$ cat src/rtl/debug_frame_tx.sv
// debug_frame_tx: latches a wide debug snapshot on a send request and streams
// it to the UART Tx stage one byte at a time as a framed packet:
//   HEADER, NUM_BYTES data bytes (LSB byte first), XOR checksum of data bytes.
//
// State table:
//   state | meaning
//   IDLE  | waiting for send; busy=0, tx_start=0
//   SEND  | byte(idx) offered on tx_dato_in with tx_start=1 until Tx acks
//   GAP   | tx_start held low GAP_CYCLES cycles before the next byte
//
// Ports:
//   clock       system clock
//   reset       asynchronous active-low reset
//   send        frame request, sampled only in IDLE
//   abort       abandon the current frame (SEND/GAP)
//   snapshot    debug bus, latched on an accepted send
//   tx_done     Tx done tick (level tolerated, rising edge used as ack)
//   tx_start    byte offer strobe to Tx
//   tx_dato_in  byte to Tx, stable while tx_start=1
//   busy        high from accepted send until frame end or abort
//   frame_done  one-cycle pulse after the checksum byte is acked
module debug_frame_tx #(
    parameter int unsigned DATA_W     = 322,
    parameter int unsigned NUM_BYTES  = 41,
    parameter logic [7:0]  HEADER     = 8'hA5,
    parameter int unsigned GAP_CYCLES = 2
) (
    input  logic              clock,
    input  logic              reset,
    input  logic              send,
    input  logic              abort,
    input  logic [DATA_W-1:0] snapshot,
    input  logic              tx_done,
    output logic              tx_start,
    output logic [7:0]        tx_dato_in,
    output logic              busy,
    output logic              frame_done
);

    localparam int unsigned SHADOW_W = NUM_BYTES * 8;
    localparam logic [5:0]  LAST_IDX = 6'(NUM_BYTES + 1);
    localparam logic [5:0]  DATA_MAX = 6'(NUM_BYTES);
    localparam logic [7:0]  GAP_LOAD = 8'(GAP_CYCLES - 1);

    typedef enum logic [1:0] {ST_IDLE, ST_SEND, ST_GAP} state_t;

    state_t                state, state_nx;
    logic [SHADOW_W-1:0]   shadow, shadow_nx, snap_pad;
    logic [5:0]            idx, idx_nx, data_idx;
    logic [7:0]            checksum, checksum_nx;
    logic [7:0]            gap_cnt, gap_cnt_nx;
    logic [7:0]            cur_byte, dato_nx;
    logic                  tx_done_q, ack, is_data;
    logic                  start_nx, busy_nx, done_nx;

    assign ack      = tx_done & ~tx_done_q;
    assign data_idx = idx - 6'd1;
    assign is_data  = (idx != 6'd0) && (idx <= DATA_MAX);

    // Padding bits above DATA_W are forced to zero.
    always_comb begin
        snap_pad                = '0;
        snap_pad[DATA_W-1:0]    = snapshot;
    end

    always_comb begin
        if (idx == 6'd0) begin
            cur_byte = HEADER;
        end else if (is_data) begin
            cur_byte = shadow[{data_idx, 3'b000} +: 8];
        end else begin
            cur_byte = checksum;
        end
    end

    always_comb begin
        state_nx    = state;
        shadow_nx   = shadow;
        idx_nx      = idx;
        checksum_nx = checksum;
        gap_cnt_nx  = gap_cnt;
        start_nx    = tx_start;
        dato_nx     = tx_dato_in;
        busy_nx     = busy;
        done_nx     = 1'b0;
        case (state)
            ST_IDLE: begin
                start_nx = 1'b0;
                busy_nx  = 1'b0;
                if (send) begin
                    shadow_nx   = snap_pad;
                    checksum_nx = 8'h00;
                    idx_nx      = 6'd0;
                    busy_nx     = 1'b1;
                    start_nx    = 1'b1;
                    dato_nx     = HEADER;
                    state_nx    = ST_SEND;
                end
            end
            ST_SEND: begin
                if (abort) begin
                    start_nx = 1'b0;
                    busy_nx  = 1'b0;
                    state_nx = ST_IDLE;
                end else if (ack) begin
                    start_nx = 1'b0;
                    if (is_data) begin
                        checksum_nx = checksum ^ cur_byte;
                    end
                    if (idx == LAST_IDX) begin
                        done_nx  = 1'b1;
                        busy_nx  = 1'b0;
                        state_nx = ST_IDLE;
                    end else begin
                        idx_nx     = idx + 6'd1;
                        gap_cnt_nx = GAP_LOAD;
                        state_nx   = ST_GAP;
                    end
                end
            end
            ST_GAP: begin
                start_nx = 1'b0;
                if (abort) begin
                    busy_nx  = 1'b0;
                    state_nx = ST_IDLE;
                end else if (gap_cnt == 8'd0) begin
                    // idx already points at the next byte; checksum is final
                    // by the time idx reaches the checksum slot.
                    start_nx = 1'b1;
                    dato_nx  = cur_byte;
                    state_nx = ST_SEND;
                end else begin
                    gap_cnt_nx = gap_cnt - 8'd1;
                end
            end
            default: begin
                start_nx = 1'b0;
                busy_nx  = 1'b0;
                state_nx = ST_IDLE;
            end
        endcase
    end

    always_ff @(posedge clock or negedge reset) begin
        if (!reset) begin
            state      <= ST_IDLE;
            shadow     <= '0;
            idx        <= 6'd0;
            checksum   <= 8'h00;
            gap_cnt    <= 8'd0;
            tx_done_q  <= 1'b0;
            tx_start   <= 1'b0;
            tx_dato_in <= 8'h00;
            busy       <= 1'b0;
            frame_done <= 1'b0;
        end else begin
            state      <= state_nx;
            shadow     <= shadow_nx;
            idx        <= idx_nx;
            checksum   <= checksum_nx;
            gap_cnt    <= gap_cnt_nx;
            tx_done_q  <= tx_done;
            tx_start   <= start_nx;
            tx_dato_in <= dato_nx;
            busy       <= busy_nx;
            frame_done <= done_nx;
        end
    end

endmodule

$ cat config.mk
export PLATFORM = sky130hd
export DESIGN_NAME = debug_frame_tx
export DESIGN_NICKNAME = d
export VERILOG_FILES = /design/src/rtl/debug_frame_tx.sv
export SDC_FILE = /design/constraint.sdc
export NUM_CORES = 1
export LEC_CHECK = 0
export CORE_MARGIN = 4
export CORE_UTILIZATION = 52
export DETAILED_ROUTE_END_ITERATION = 16
export HOLD_SLACK_MARGIN = 0.15
export PLACE_DENSITY = 0.92
export SYNTH_ARGS = -nofsm -noshare
export SYNTH_HDL_FRONTEND = slang
export SYNTH_SLANG_ARGS = --single-unit
$ cat constraint.sdc
create_clock -name clock -period 4.5 [get_ports clock]
set_clock_uncertainty 0.15 [all_clocks]
set_input_delay 0.9 -clock clock [delete_from_list [all_inputs] [get_ports clock]]
set_output_delay 0.9 -clock clock [all_outputs]
set_load 0.02 [all_outputs]
## Yosys cells after proc, flatten, opt, wreduce, memory -nomap -nowiden

Cells that the tools add are included.
W data, S select, Z words.

- Bits in registers: 358
- Bits of input ports: 327
- Output and inout port bits: 11
- Logic and storage cells: 92

- Add/sub/neg operators: 3
- Order comparisons: 1
- Equal/unequal tests: 15
- Shifts and indexed selects: 1
- Multiplexer cells: 44
- Bitwise operators: 3
- Reduce and logical (&&, ||, !) cells: 15

Operator list:

| kind | count |
|---|---|
| $shiftx A328 B10 Y8 | 1 |
| $mux W8 | 14 |
| $pmux W8 S2 | 3 |
| $mux W6 | 4 |
| $ne A2 B2 Y1 const B | 9 |
| $mux W1 | 13 |
| $mux W2 | 6 |
| $pmux W6 S2 | 1 |
| $reduce_and A5 Y1 | 2 |
| $ne A3 B3 Y1 const B | 3 |
| $logic_not A8 Y1 | 1 |
| $sub A8 B1 Y8 const B | 1 |
| $xor A8 B8 Y8 | 1 |
| $add A6 B1 Y6 const B | 1 |
| $eq A6 B6 Y1 const B | 1 |
| $le A6 B6 Y1 const B | 1 |
| $logic_not A6 Y1 | 1 |
| $pmux W1 S3 | 2 |
| $pmux W2 S3 | 1 |
| $reduce_and A3 Y1 | 2 |
| $reduce_and A6 Y1 | 1 |
| $reduce_bool A2 Y1 | 3 |
| $reduce_bool A6 Y1 | 1 |
| $sub A6 B1 Y6 const B | 1 |
| other kinds (8) | 8 |

## Depth between registers and ports, before layout

- Word-level depth: 9
- Depth in mapped cells: 15
- Depth with buffers taken out: 9

## Least setup slack after synthesis

No wires, ideal clock.

- Kind: reg2reg
- Start point: reg idx[0]
- End point: reg tx_dato_in[4]
- Setup time: 0.121 ns
- Arrival time: 3.152 ns
- Data required time: 4.229 ns
- Setup slack: 1.077 ns
- Stages on the path, launching flop included: 16
- Path buffers: 7
- Period minus slack after synthesis: 3.423 ns
- Cells stage by stage: dfrtp_1 buf_6 buf_12 buf_6 buf_4 inv_1 ha_1 buf_4 buf_2 buf_1 mux4_2 nand2_1 a21oi_1 nor4_2 o21ai_0 a22o_1

- Word-level cells in the longest chain between the ends: 7
- Elaborated cells on any way between the ends: 11
- Those cells by class: 1 x add/sub; 1 x order compare; 1 x shift; 5 x mux; 3 x reduce/logical

RTL lines:

| what | RTL line | text |
|---|---|---|
| start: declaration | 49 | `logic [5:0] idx, idx_nx, data_idx;` |
| start signal: assignment | 159 | `idx <= idx_nx;` |
| $sub A6 B1 Y6 (tied with other cells) | 57 | `assign data_idx = idx - 6'd1;` |
| $shiftx A328 B10 Y8 or $logic_and A1 B1 Y1 (tied branches) | 70, 58 |  |
| $mux W8 | 69 | `end else if (is_data) begin` |
| $mux W8 (*) | 67 | `if (idx == 6'd0) begin` |
| $mux W8 (*) | 126 | `end else if (gap_cnt == 8'd0) begin` |
| $mux W8 (*) | 123 | `if (abort) begin` |
| $pmux W8 S2 (*) | 86 | `case (state)` |
| end signal: assignment | 164 | `tx_dato_in <= dato_nx;` |
| end: declaration | 35 | `output logic [7:0] tx_dato_in,` |

Mark *: on every way between the ends. The rest lies on a longest branch, timed or not. The select of a mux whose other input is x is not followed.
A chain may end at the register's enable or synchronous reset.

## Final worst setup path

- Start point: reg idx[0]
- End point: reg checksum[1]

- Word-level cells in the longest chain between the ends: 9
- Elaborated cells on any way between the ends: 15
- Those cells by class: 1 x add/sub; 1 x order compare; 1 x eq/ne; 1 x shift; 6 x mux; 1 x bitwise; 4 x reduce/logical

RTL lines:

| what | RTL line | text |
|---|---|---|
| $sub A6 B1 Y6 (tied with other cells) | 57 |  |
| $shiftx A328 B10 Y8 or $logic_and A1 B1 Y1 (tied branches) | 70, 58 |  |
| $mux W8 | 69 |  |
| $mux W8 | 67 |  |
| $xor A8 B8 Y8 | 108 | `checksum_nx = checksum ^ cur_byte;` |
| $mux W8 | 107 | `if (is_data) begin` |
| $mux W8 | 105 | `end else if (ack) begin` |
| $mux W8 | 101 | `if (abort) begin` |
| $pmux W8 S2 | 86 |  |
| end signal: assignment | 160 | `checksum <= checksum_nx;` |
| end: declaration | 50 | `logic [7:0] checksum, checksum_nx;` |

Parallel ways exist; a longest one is shown, timed or not. The select of a mux whose other input is x is not followed.

==> impl_metrics.json <==
{
  "startpoint_type": "flip-flop",
  "clkTransAtPathRegs_ns": 0.06,
  "h-tree-depth": 2,
  "ant_nets": 0,
  "synth_nets": 2143,
  "viasPerCell": 5.683,
  "post_synth_main_area_contributors": "dfrtp_1 53%, nand2_1 23%, mux4_2 8.8%",
  "cts_setup_buffers": 0,
  "syn-cell-area_um2": 16900,
  "dr.pass1.iters": 7,
  "gp_congestion": 0.9206,
  "wire_per_inst_um": 20.28,
  "leakage_uw": 0.01057,
  "slew-limit-headroom_pct": 42.55,
  "async_flop_share_pct": 100.0,
  "die-height_um": 188.3,
  "cts_made_buffers": 37,
  "drt-initial-drc-count": 1446,
  "worst-setup-path-type": "flip-flop to flip-flop",
  "endpoint": "checksum[1]$_DFFE_PN0P_",
  "cp.arrival_ns": 3.99,
  "reg2reg_depth": 10,
  "synth.avg_cell_area_um2": 9.344,
  "yosysWarnings": 0,
  "fin_crit_ns": 3.754,
  "rr_startpoint": "idx[0]$_DFFE_PN0P_",
  "vias": 14540,
  "root_buffer": "clkbuf_16",
  "yosys_register_bits": 358,
  "finalMaxSlewViolations": 0,
  "grt_max_degree": 162,
  "fin_tns_setup_ns": 0,
  "dieArea_um2": 35460,
  "area_growth_pct": 29.36,
  "clk_latency_ns": 0.51,
  "die_w_um": 188.3,
  "num-fill-cells": 2209,
  "critical_path_required_ns": 4.74,
  "final_nets": 2430,
  "stdcell_count": 2558,
  "synthCells": 1809,
  "rows": 65,
  "setup_viol": 0,
  "tightest_slew_ns": 0.8618,
  "grt_pass1_vias": 15110,
  "hp-class": "primary input to async pin",
  "cts_tree": "done",
  "r2r_setup_slack_ns": 0.75,
  "cts_buffer_depth": 3,
  "endpoint_kind": "flip-flop",
  "timing.rr.end": "checksum[1]$_DFFE_PN0P_",
  "ys.flop_type": "dfrtp_1",
  "overflow": 0,
  "ios": 338,
  "grt_setup_unrepaired": "no",
  "grt_pass1_wl_mm": 81.16,
  "initial_utilization_pct": 53.16,
  "numPortBuffers": 337,
  "synth-edff-count": 0,
  "max_freq_mhz": 266.4,
  "dp_hpwl_mm": 36.19,
  "drc": 0,
  "status": "finished clean",
  "holdBufCountCts": 0,
  "fin_crit_sh_pct": 83.42,
  "hold_viol_final": 0,
  "coreArea_um2": 31800,
  "numClockSinks": 358,
  "dp.cells": 2492,
  "grt_usage_pct": 28.70,
  "yosysSeqAreaShare_pct": 53.00,
  "synth.top_cell.area_share_pct": 53.00,
  "routed_wl_mm": 51.87,
  "place_area_um2": 20600,
  "synth_top_cell_by_area": "dfrtp_1",
  "total_power_uw": 12700,
  "cts_resized": 0,
  "yosysUniqueCellTypes": 69,
  "worstSetupStartpoint": "idx[0]$_DFFE_PN0P_",
  "drive_gt1_share_pct": 8.341,
  "powerDensity_nw_per_um2": 581.0,
  "final_area_um2": 21870,
  "drv_cap": 0,
  "ir_drop_uv": 286.5,
  "grt_antenna_before_repair": 1,
  "worstPathMaxFanout": 37
}
[per-layer routing]
metal / GRT usage (%) / part of all wire, % / up-vias
met5: 0 / 0 / -
li1: - / - / 6461
met2: 48.35 / 50 / 752
met1: 36.66 / 38 / 7178
met4: 12.44 / 4.5 / 0
met3: 5.484 / 8.2 / 145
[Yosys cell counts, types with 5 or more instances]
cell      instances
nand2_1        1024
ha_1              7
buf_4            11
mux2i_1          19
mux4_1           14
xor2_1            8
mux2_2            6
nand4_1           7
nand2b_1          8
o21ai_0          10
nor2_1           31
mux4_2           66
a21oi_1          24
nand3_1          13
dfrtp_1         358
buf_6             5
xnor2_1           6
buf_2             8
o22ai_1           9
inv_1             7
clkbuf_1         79
[worst max-delay path, cell delays in order, from the launching register on]
cell and delay [ns]:
dfrtp_4 0.89, inv_1 0.24, ha_4 0.70, buf_12 0.30, mux4_2 0.33, nand2_1 0.08, a21oi_1 0.08, o2111ai_1 0.44
nor4_1 0.10, a41oi_1 0.19, nand3_1 0.10
[worst min-delay path by stage]
stage	startpoint	end	slack, ns	cells after the start
2_1_floorplan	shadow[112]$_DFFE_PN0P_	shadow[112]$_DFFE_PN0P_	0.29	2
3_3_place_gp	shadow[104]$_DFFE_PN0P_	shadow[104]$_DFFE_PN0P_	0.30	2
3_5_place_dp	shadow[208]$_DFFE_PN0P_	shadow[208]$_DFFE_PN0P_	0.31	2
4_1_cts	shadow[208]$_DFFE_PN0P_	shadow[208]$_DFFE_PN0P_	0.32	2
5_1_grt	shadow[193]$_DFFE_PN0P_	shadow[193]$_DFFE_PN0P_	0.33	2
6_report	reset	shadow[157]$_DFFE_PN0P_	0.31	1
[power breakdown]
group          switching (uW)  internal (uW)  total [uW]
registers                 845           4440        5280
logic                    2320           1890        4210
clock network            1260           1960        3220
total                    4420           8290       12700
[placed cells by master, fill, tap and decap left out, types with 5 or more instances in the layout]
master,n
mux2_2,6
clkinv_2,5
mux2i_1,19
clkbuf_8,6
ha_1,6
nand2_1,1024
a21oi_1,24
mux4_2,66
clkbuf_16,37
nand4_1,7
xor2_1,8
nand3_1,13
nor2_1,31
clkdlybuf4s50_1,336
dfrtp_1,357
clkbuf_1,8
o22ai_1,9
buf_4,10
bufinv_16,6
nand2b_1,8
inv_1,7
o21ai_0,10
buf_12,9
mux4_1,14
xnor2_1,5
[logic make-up (layout without fill, tap and decap cells)]
| logic type | Yosys count | count (layout) | share of synthesized area [%] |
|---|---|---|---|
| AND/OR/NAND/NOR | 1122 | 1122 | 26.18 |
| flip-flops | 358 | 358 | 53.00 |
| buffers and inverters | 115 | 428 | 3.272 |
| multiplexers | 105 | 105 | 12.49 |
| AO/OA/AOI/OAI | 86 | 86 | 3.620 |
| XOR/XNOR | 16 | 16 | 0.9178 |
| adder cells (fa/ha/maj) | 7 | 7 | 0.5181 |
| other | 0 | 1 | 0 |
[through the flow]
step,hold slack (ns),util (%),worst slack [ns]
2_1_floorplan,0.2873,-,1.077
5_1_grt,0.3304,68.77,0.5327
3_5_place_dp,0.3060,64.77,0.7921
3_3_place_gp,0.3004,64.77,0.8875
4_1_cts,0.3211,68.76,0.7431
6_report,0.3143,68.77,0.7460
[area by class of cell]
cell class | count | area (um^2) | area share [%]
inverters | 7 | 26.28 | 0.1202
multi-input cells | 1336 | 7431 | 33.98
diodes | 1 | 2.502 | 0.01144
clock buffers | 51 | 1039 | 4.749
repair buffers | 356 | 3633 | 16.62
flip-flops and latches | 358 | 8962 | 40.99
clock inverters | 14 | 229.0 | 1.047
well taps | 435 | 544.3 | 2.489
[registers in the layout, indices dropped and copies added (netlist names)]
register	cells
busy	1
gap_cnt	8
idx	6
tx_dato_in	8
tx_start	1
state	2
checksum	8
shadow	322
tx_done_q	1
frame_done	1
(Power assumes the default switching activity.)
